--- src/rtl/shift_deser.sv ---
`default_nettype none
// ============================================================================
//  Module   : shift_deser
//  Purpose  : Serial-in / parallel-out receiver. Collects one bit per clock on
//             which sin_valid is high into a WIDTH-bit word, MSB-first or
//             LSB-first (chosen per frame by dir on the first bit), and offers
//             each completed word on S through a valid/ready handshake.
//
//  Ports    :
//    clk        in   rising-edge clock
//    rstn       in   asynchronous active-low reset
//    sin        in   serial data bit
//    sin_valid  in   sin is taken on this edge when high
//    dir        in   0 = MSB-first (shift left), 1 = LSB-first (shift right)
//    S          out  last completed word
//    s_valid    out  S holds a word not yet accepted
//    s_ready    in   consumer accepts S when s_valid && s_ready
//    busy       out  a frame is partially received
//    overrun    out  sticky: an unaccepted word was overwritten
//    ovr_clr    in   synchronous clear of overrun (a same-edge set wins)
//    parity_err out  even-parity status of the last word (0 when disabled)
//
//  Options  : define SHIFT_DESER_PARITY_EN to append one even-parity bit to
//             every frame (adds the PAR state and a real parity_err).
//
//  Revision : 1.0  initial release
// ============================================================================
module shift_deser #(
    parameter int WIDTH = 8
) (
    input  logic             clk,
    input  logic             rstn,
    input  logic             sin,
    input  logic             sin_valid,
    input  logic             dir,
    output logic [WIDTH-1:0] S,
    output logic             s_valid,
    input  logic             s_ready,
    output logic             busy,
    output logic             overrun,
    input  logic             ovr_clr,
    output logic             parity_err
);

    // ------------------------------------------------------------------------
    // Constants
    // ------------------------------------------------------------------------
    localparam int                 c_CNT_W    = $clog2(WIDTH + 1);
    localparam logic [c_CNT_W-1:0] c_CNT_ONE  = c_CNT_W'(1);
    localparam logic [c_CNT_W-1:0] c_CNT_LAST = c_CNT_W'(WIDTH - 1);

    localparam logic [1:0] c_ST_IDLE  = 2'd0;
    localparam logic [1:0] c_ST_SHIFT = 2'd1;
`ifdef SHIFT_DESER_PARITY_EN
    localparam logic [1:0] c_ST_PAR   = 2'd2;
`endif

    // ------------------------------------------------------------------------
    // State
    // ------------------------------------------------------------------------
    logic [1:0]         r_state;
    logic [WIDTH-1:0]   r_sh;
    logic [c_CNT_W-1:0] r_cnt;
    logic               r_frame_dir;
    logic [WIDTH-1:0]   r_s;
    logic               r_s_valid;
    logic               r_overrun;

    // ------------------------------------------------------------------------
    // Next-value logic
    // ------------------------------------------------------------------------
    logic             w_dir;
    logic [WIDTH-1:0] w_sh_next;
    logic             w_data_last;
    logic             w_complete;
    logic [WIDTH-1:0] w_word;
    logic             w_ovr_set;

    always_comb begin
        // The first bit of a frame must already use the incoming dir, since
        // frame_dir only becomes valid on the edge that takes that bit.
        w_dir       = (r_state == c_ST_IDLE) ? dir : r_frame_dir;
        w_sh_next   = w_dir ? {sin, r_sh[WIDTH-1:1]}
                            : {r_sh[WIDTH-2:0], sin};
        // The first bit is always taken in IDLE, so bit WIDTH (WIDTH >= 2)
        // is always taken in SHIFT with cnt == WIDTH-1.
        w_data_last = (r_state == c_ST_SHIFT) && (r_cnt == c_CNT_LAST);
`ifdef SHIFT_DESER_PARITY_EN
        // The word is already complete in r_sh; this edge takes parity only.
        w_complete  = sin_valid && (r_state == c_ST_PAR);
        w_word      = r_sh;
`else
        w_complete  = sin_valid && w_data_last;
        w_word      = w_sh_next;
`endif
        // Completion coinciding with an acceptance is a clean hand-over.
        w_ovr_set   = w_complete && r_s_valid && !s_ready;
    end

    // ------------------------------------------------------------------------
    // Frame state machine and shift register
    // ------------------------------------------------------------------------
    always_ff @(posedge clk or negedge rstn) begin
        if (!rstn) begin
            r_state     <= c_ST_IDLE;
            r_sh        <= '0;
            r_cnt       <= '0;
            r_frame_dir <= 1'b0;
        end else begin
            case (r_state)
                c_ST_IDLE: begin
                    if (sin_valid) begin
                        r_frame_dir <= dir;
                        r_sh        <= w_sh_next;
                        r_cnt       <= c_CNT_ONE;
                        r_state     <= c_ST_SHIFT;
                    end
                end
                c_ST_SHIFT: begin
                    if (sin_valid) begin
                        r_sh <= w_sh_next;
                        if (w_data_last) begin
                            r_cnt   <= '0;
`ifdef SHIFT_DESER_PARITY_EN
                            r_state <= c_ST_PAR;
`else
                            r_state <= c_ST_IDLE;
`endif
                        end else begin
                            r_cnt <= r_cnt + c_CNT_ONE;
                        end
                    end
                end
`ifdef SHIFT_DESER_PARITY_EN
                c_ST_PAR: begin
                    // Parity bit is checked but never shifted into the word.
                    if (sin_valid) begin
                        r_state <= c_ST_IDLE;
                    end
                end
`endif
                default: begin
                    r_state <= c_ST_IDLE;
                    r_cnt   <= '0;
                end
            endcase
        end
    end

    // ------------------------------------------------------------------------
    // Output word and handshake
    // ------------------------------------------------------------------------
    always_ff @(posedge clk or negedge rstn) begin
        if (!rstn) begin
            r_s       <= '0;
            r_s_valid <= 1'b0;
        end else if (w_complete) begin
            // A fresh word keeps s_valid high even if the old one was taken.
            r_s       <= w_word;
            r_s_valid <= 1'b1;
        end else if (r_s_valid && s_ready) begin
            r_s_valid <= 1'b0;
        end
    end

    always_ff @(posedge clk or negedge rstn) begin
        if (!rstn) begin
            r_overrun <= 1'b0;
        end else if (w_ovr_set) begin
            r_overrun <= 1'b1;
        end else if (ovr_clr) begin
            r_overrun <= 1'b0;
        end
    end

`ifdef SHIFT_DESER_PARITY_EN
    logic r_parity_err;

    always_ff @(posedge clk or negedge rstn) begin
        if (!rstn) begin
            r_parity_err <= 1'b0;
        end else if (w_complete) begin
            // Even parity: data XOR parity bit must be 0 for a good frame.
            r_parity_err <= (^r_sh) ^ sin;
        end
    end

    assign parity_err = r_parity_err;
`else
    assign parity_err = 1'b0;
`endif

    assign S       = r_s;
    assign s_valid = r_s_valid;
    assign busy    = (r_state != c_ST_IDLE);
    assign overrun = r_overrun;

endmodule
`default_nettype wire
--- config.mk ---
export PLATFORM = sky130hd
export DESIGN_NAME = shift_deser
export DESIGN_NICKNAME = d
export VERILOG_FILES = /design/src/rtl/shift_deser.sv
export SDC_FILE = /design/constraint.sdc
export NUM_CORES = 1
export LEC_CHECK = 0
export CAP_MARGIN = 20
export CORE_ASPECT_RATIO = 0.6
export CORE_MARGIN = 2
export CORE_UTILIZATION = 45
export CTS_BUF_LIST = sky130_fd_sc_hd__clkbuf_8 sky130_fd_sc_hd__clkbuf_16
export DETAILED_ROUTE_END_ITERATION = 7
export PLACE_DENSITY = 0.72
export SYNTH_ARGS = -nofsm -noshare
export SYNTH_HDL_FRONTEND = slang
export SYNTH_SLANG_ARGS = --single-unit
--- constraint.sdc ---
create_clock -name clk -period 1.5 [get_ports clk]
set_input_delay 0.15 -clock clk [delete_from_list [all_inputs] [get_ports clk]]
set_output_delay 0.15 -clock clk [all_outputs]
set_load 0.02 [all_outputs]
## Word level (Yosys, flattened, before mapping)

Cells that the tools add are included.

| word-level totals | value |
|---|---|
| bits in registers | 25 |
| bits in latches | 0 |
| RAM bits | 0 |
| memory bits (read-only) | 0 |
| input bits | 7 |
| output and inout port bits | 12 |
| word-level logic and storage cells | 42 |
| memories | 0 |

| operators by class | value |
|---|---|
| add/subtract/negate cells | 1 |
| multiply operators | 0 |
| div/mod/pow operators | 0 |
| order comparisons | 0 |
| equal/unequal tests | 5 |
| shifts and indexed selects | 0 |
| muxes and demuxes | 14 |
| bitwise gates (word level) | 0 |
| reductions and logical operators | 15 |

Operators with widths:

| operator | number |
|---|---|
| $mux 4 | 3 |
| $mux 8 | 1 |
| $pmux 4 s2 | 1 |
| $mux 2 | 3 |
| $ne 2x2->1 const B | 3 |
| $reduce_and 2->1 | 3 |
| $reduce_bool 2->1 | 3 |
| $logic_and 1x1->1 | 5 |
| $mux 1 | 5 |
| $add 4x1->4 const B | 1 |
| $eq 4x3->1 const B | 1 |
| $pmux 2 s2 | 1 |
| $reduce_and 3->1 | 1 |
| $eq 2x1->1 const B | 1 |
| $logic_not 2->1 | 1 |
| $reduce_or 2->1 | 1 |
| $logic_not 1->1 | 1 |

## Longest topological paths before layout

| depth | value |
|---|---|
| depth after elaboration | 6 |
| depth in mapped cells | 4 |
| depth with buffers taken out | 4 |

## Worst setup path before layout

OpenSTA, ideal clock, no wires.

| path | value |
|---|---|
| path kind | register to register |
| start point | register r_state[0] |
| end point | register r_s[2], in the netlist S[2] |
| setup time | 0.125 ns |
| arrival time | 1.574 ns |
| required time | 1.375 ns |
| slack | -0.199 ns |
| cell stages (with the launch flop) | 5 |
| buffers on the path | 1 |
| clock period less this slack | 1.699 ns |
| cells stage by stage | dfrtp_1 -> buf_6 -> mux2i_4 -> mux2_2 -> mux2_2 |

| between the ends | value |
|---|---|
| word-level cells in the longest chain between the ends | 3 |
| elaborated cells on any way between the ends | 6 |
| those cells by class | 1 x eq/ne; 2 x mux; 3 x reduce/logical |

Ends and longest elaborated chain:

| item | line | source |
|---|---|---|
| start: declaration | 61 | `logic [1:0] r_state;` |
| start signal: assignment | 105 | `r_state <= c_ST_IDLE;` |
| start signal: assignment | 116 | `r_state <= c_ST_SHIFT;` |
| start signal: assignment | 127 | `r_state <= c_ST_IDLE;` |
| $logic_not 2->1 or $eq 2x1->1 (tied branches) | 82, 87 |  |
| $mux 1 or $logic_and 1x1->1 (tied branches) | 82, 87 |  |
| $mux 8 or $logic_and 1x1->1 (tied branches) | 83, 93 |  |
| end signal: assignment | 159 | `r_s <= w_word;` |
| end: declaration | 65 | `logic [WIDTH-1:0] r_s;` |

Several ways; a longest one is shown, not always the timed one.
A chain may end at the register's enable or synchronous reset.

## Worst setup path in the final report

| path | value |
|---|---|
| start point | register r_state[0] |
| end point | register r_s[3], in the netlist S[3] |

Same word-level chain as after synthesis.

==> reports/qor.txt <==
Status = finished, final reports clean
Number of global-route vias before repair = 742
Die W = 67.5 um
Antenna Violating Nets Remaining = 0
CP Max Fanout = 6
Final hold slack = 0.246 ns
Post-Place Setup Slack = -0.153 ns
CTS root buffer = clkbuf_8
Switching share of power = 33.5%
Crit path capture type = register
Setup slack after layout = 0.0103 ns
Pins Over Slew Limit = 0
Fin Setup TNS = 0 ns
DR WL/cell = 14.8 um
Port Buffers = 17
Gr ovfl total = 0
Synth warnings = 0
Gr usage total = 16.2%
Clock Skew = 0.00949 ns
Io pins = 19
Max Cap Viol = 0
VDD IR max = 0.00109 V
HPWL Detailed = 1490 um
Power density cells = 1960 mW/mm^2
P_sw = 0.956 mW
Die area = 0.00284 mm^2
Int Pwr = 1.90 mW
Commonest non-fill, non-tap cell in the layout = dfrtp_1
Vias = 731
Starting Density = 48.8%
Post-synth net total = 96
Final setup violation count = 0
RSZ-0062 raised after global routing = true
Post-synthesis cell type count = 25
Clock power share = 13.3%
Initial DRC count = 28
Clk Latency, worst-skew pair = 0.26 ns
Hold Vio Cnt, Final = 0
DRT Pass-1 Iters = 4
Placed cells = 139
Syn Std Cell Area = 0.00109 mm^2
Largest net degree at the start of global routing = 25
Ant diodes = 0
Die Y-Extent = 42.1 um
Max Root-Sink Buffers = 2
CP Class = reg2reg
FF+latch count, synth = 24
GPL Wtd Cong = 0.741
Tot Pwr = 2.85 mW
First-pass GRT wire length = 3390 um
CTS HTree Levels = 1
Leak = 0.657 nW
Layout cells sized above 1 = 31.6%
Final wirelength = 2130 um
Post-synthesis sequential area ratio = 55.2%
Syn Inst Count = 88
Syn Area/Cell = 12.4 um^2
Tcrit/Tclk final = 99.3%
Worst-path clk slew = 0.09 ns
Commonest cells after routing, fill and taps aside = 23 x dfrtp_1, 16 x clkdlybuf4s50_1, 10 x mux2_4
Crit start category = register
Max frequency = 0.671 GHz
Num CTS Buffers = 3
Hold Path Class = in2async
Core Area = 0.00223 mm^2
Critical Path RT = 1.65 ns
Comb power frac = 48.0%
Tmin final = 1.49 ns
Sequential share of power = 38.7%
Crit path DAT = 1.64 ns
Initial antenna violation count = 0
Post-route insts no fill = 144
CTS tree = yes
Row count = 13
# nets final = 123
Sink Count = 24
Via/cell ratio = 5.08
DRC = 0
Synth-to-layout area growth = 33.6%
## metal layers
layer | vias up | global-route usage (%) | wire length, um
met5 | - | 0 | 0
met4 | 0 | 3.67 | 12
met3 | 2 | 5.65 | 58
met2 | 8 | 24.1 | 973
met1 | 359 | 22.6 | 1080
li1 | 362 | - | -
## metrics by stage
stage / area [um^2] / util, %
after global placement: 1330 / 59.9
after detailed placement: 1330 / 59.9
final: 1450 / 65.2
after floorplan: 1090 / -
after CTS: 1380 / 61.8
after global routing: 1450 / 65.2
## flip-flops by register name (all words and copies together), names as in the netlist
signal,cells
r_sh,8
s_valid,1
r_cnt,4
r_frame_dir,1
r_state,1
S,8
overrun,1
## logic make-up (layout without fill, tap and decap cells)
kind of cell | count (synthesis) | in the layout | share of synthesized area (%)
DFF | 24 | 24 | 55.2
muxes | 20 | 20 | 21.3
AOI/OAI and AO/OA | 18 | 18 | 10.4
and+or+nand+nor | 14 | 14 | 7.14
buffers and inverters | 10 | 36 | 4.49
adders and majority gates | 1 | 1 | 1.15
other | 1 | 1 | 0.345
## power groups by stage
stage	clock, mW	sequential [mW]	combinational [mW]
CTS	0.382	1.09	1.15
finish	0.378	1.10	1.37
global route	0.414	1.14	1.47
floorplan	0	1.19	0.620
global placement	0	1.09	1.11
detailed placement	0	1.10	1.15
## worst max-delay path, stage by stage, from the launching register on
cell	delay, ns
dfrtp_2	0.40
mux2i_4	0.25
buf_12	0.15
mux2_4	0.31
mux2_2	0.26
## synth_stat cells
cell type	count	area share [%]
nand3_1	3	1.4
o32ai_1	1	0.81
o21ai_0	7	3.2
a21boi_0	1	0.69
o2bb2ai_1	1	0.81
ha_1	1	1.2
buf_4	1	0.69
inv_1	5	1.7
conb_1	1	0.34
nand4_2	1	1.2
o22ai_1	1	0.58
mux2i_1	4	3.7
nor3b_1	1	0.69
mux2i_4	1	2.1
a21oi_1	3	1.4
o31ai_1	3	2.1
dfrtp_1	24	55
nand2b_1	1	0.58
mux2_2	15	16
buf_6	1	1.0
nor2_1	6	2.1
nor2_2	1	0.58
a31o_2	1	0.81
clkbuf_1	3	1.0
nand3b_1	1	0.69
## final cells by class
| class | instances | area (um^2) |
|---|---|---|
| fill | 165 | 776 |
| sequential | 24 | 602 |
| multi-input combinational | 54 | 485 |
| timing repair buffer | 27 | 264 |
| clock buffer | 3 | 41.3 |
| tap | 30 | 37.5 |
| inverter | 5 | 18.8 |
| clock inverter | 1 | 3.75 |
## final timing paths
path / from / to / slack, ns / cells past startpoint
worst max-delay path: r_state[0] / S[3] / 0.01 / 4
worst min register to register: S[5] / S[5] / 0.51 / 2
max in group asynchronous: rstn / r_state[0] / 1.01 / 2
min in group clk: S[5] / S[5] / 0.51 / 2
worst max register to register: r_state[0] / S[3] / 0.01 / 4
worst min-delay path: rstn / r_cnt[3] / 0.25 / 2
## repair_timing
item	4_1_cts	5_1_grt
endpoints found under the setup margin	1	11
setup buffers	0	1
hold buffers	0	0
resized for setup	1	15
pin swaps	0	1
Power figures use the tool's default switching activity.
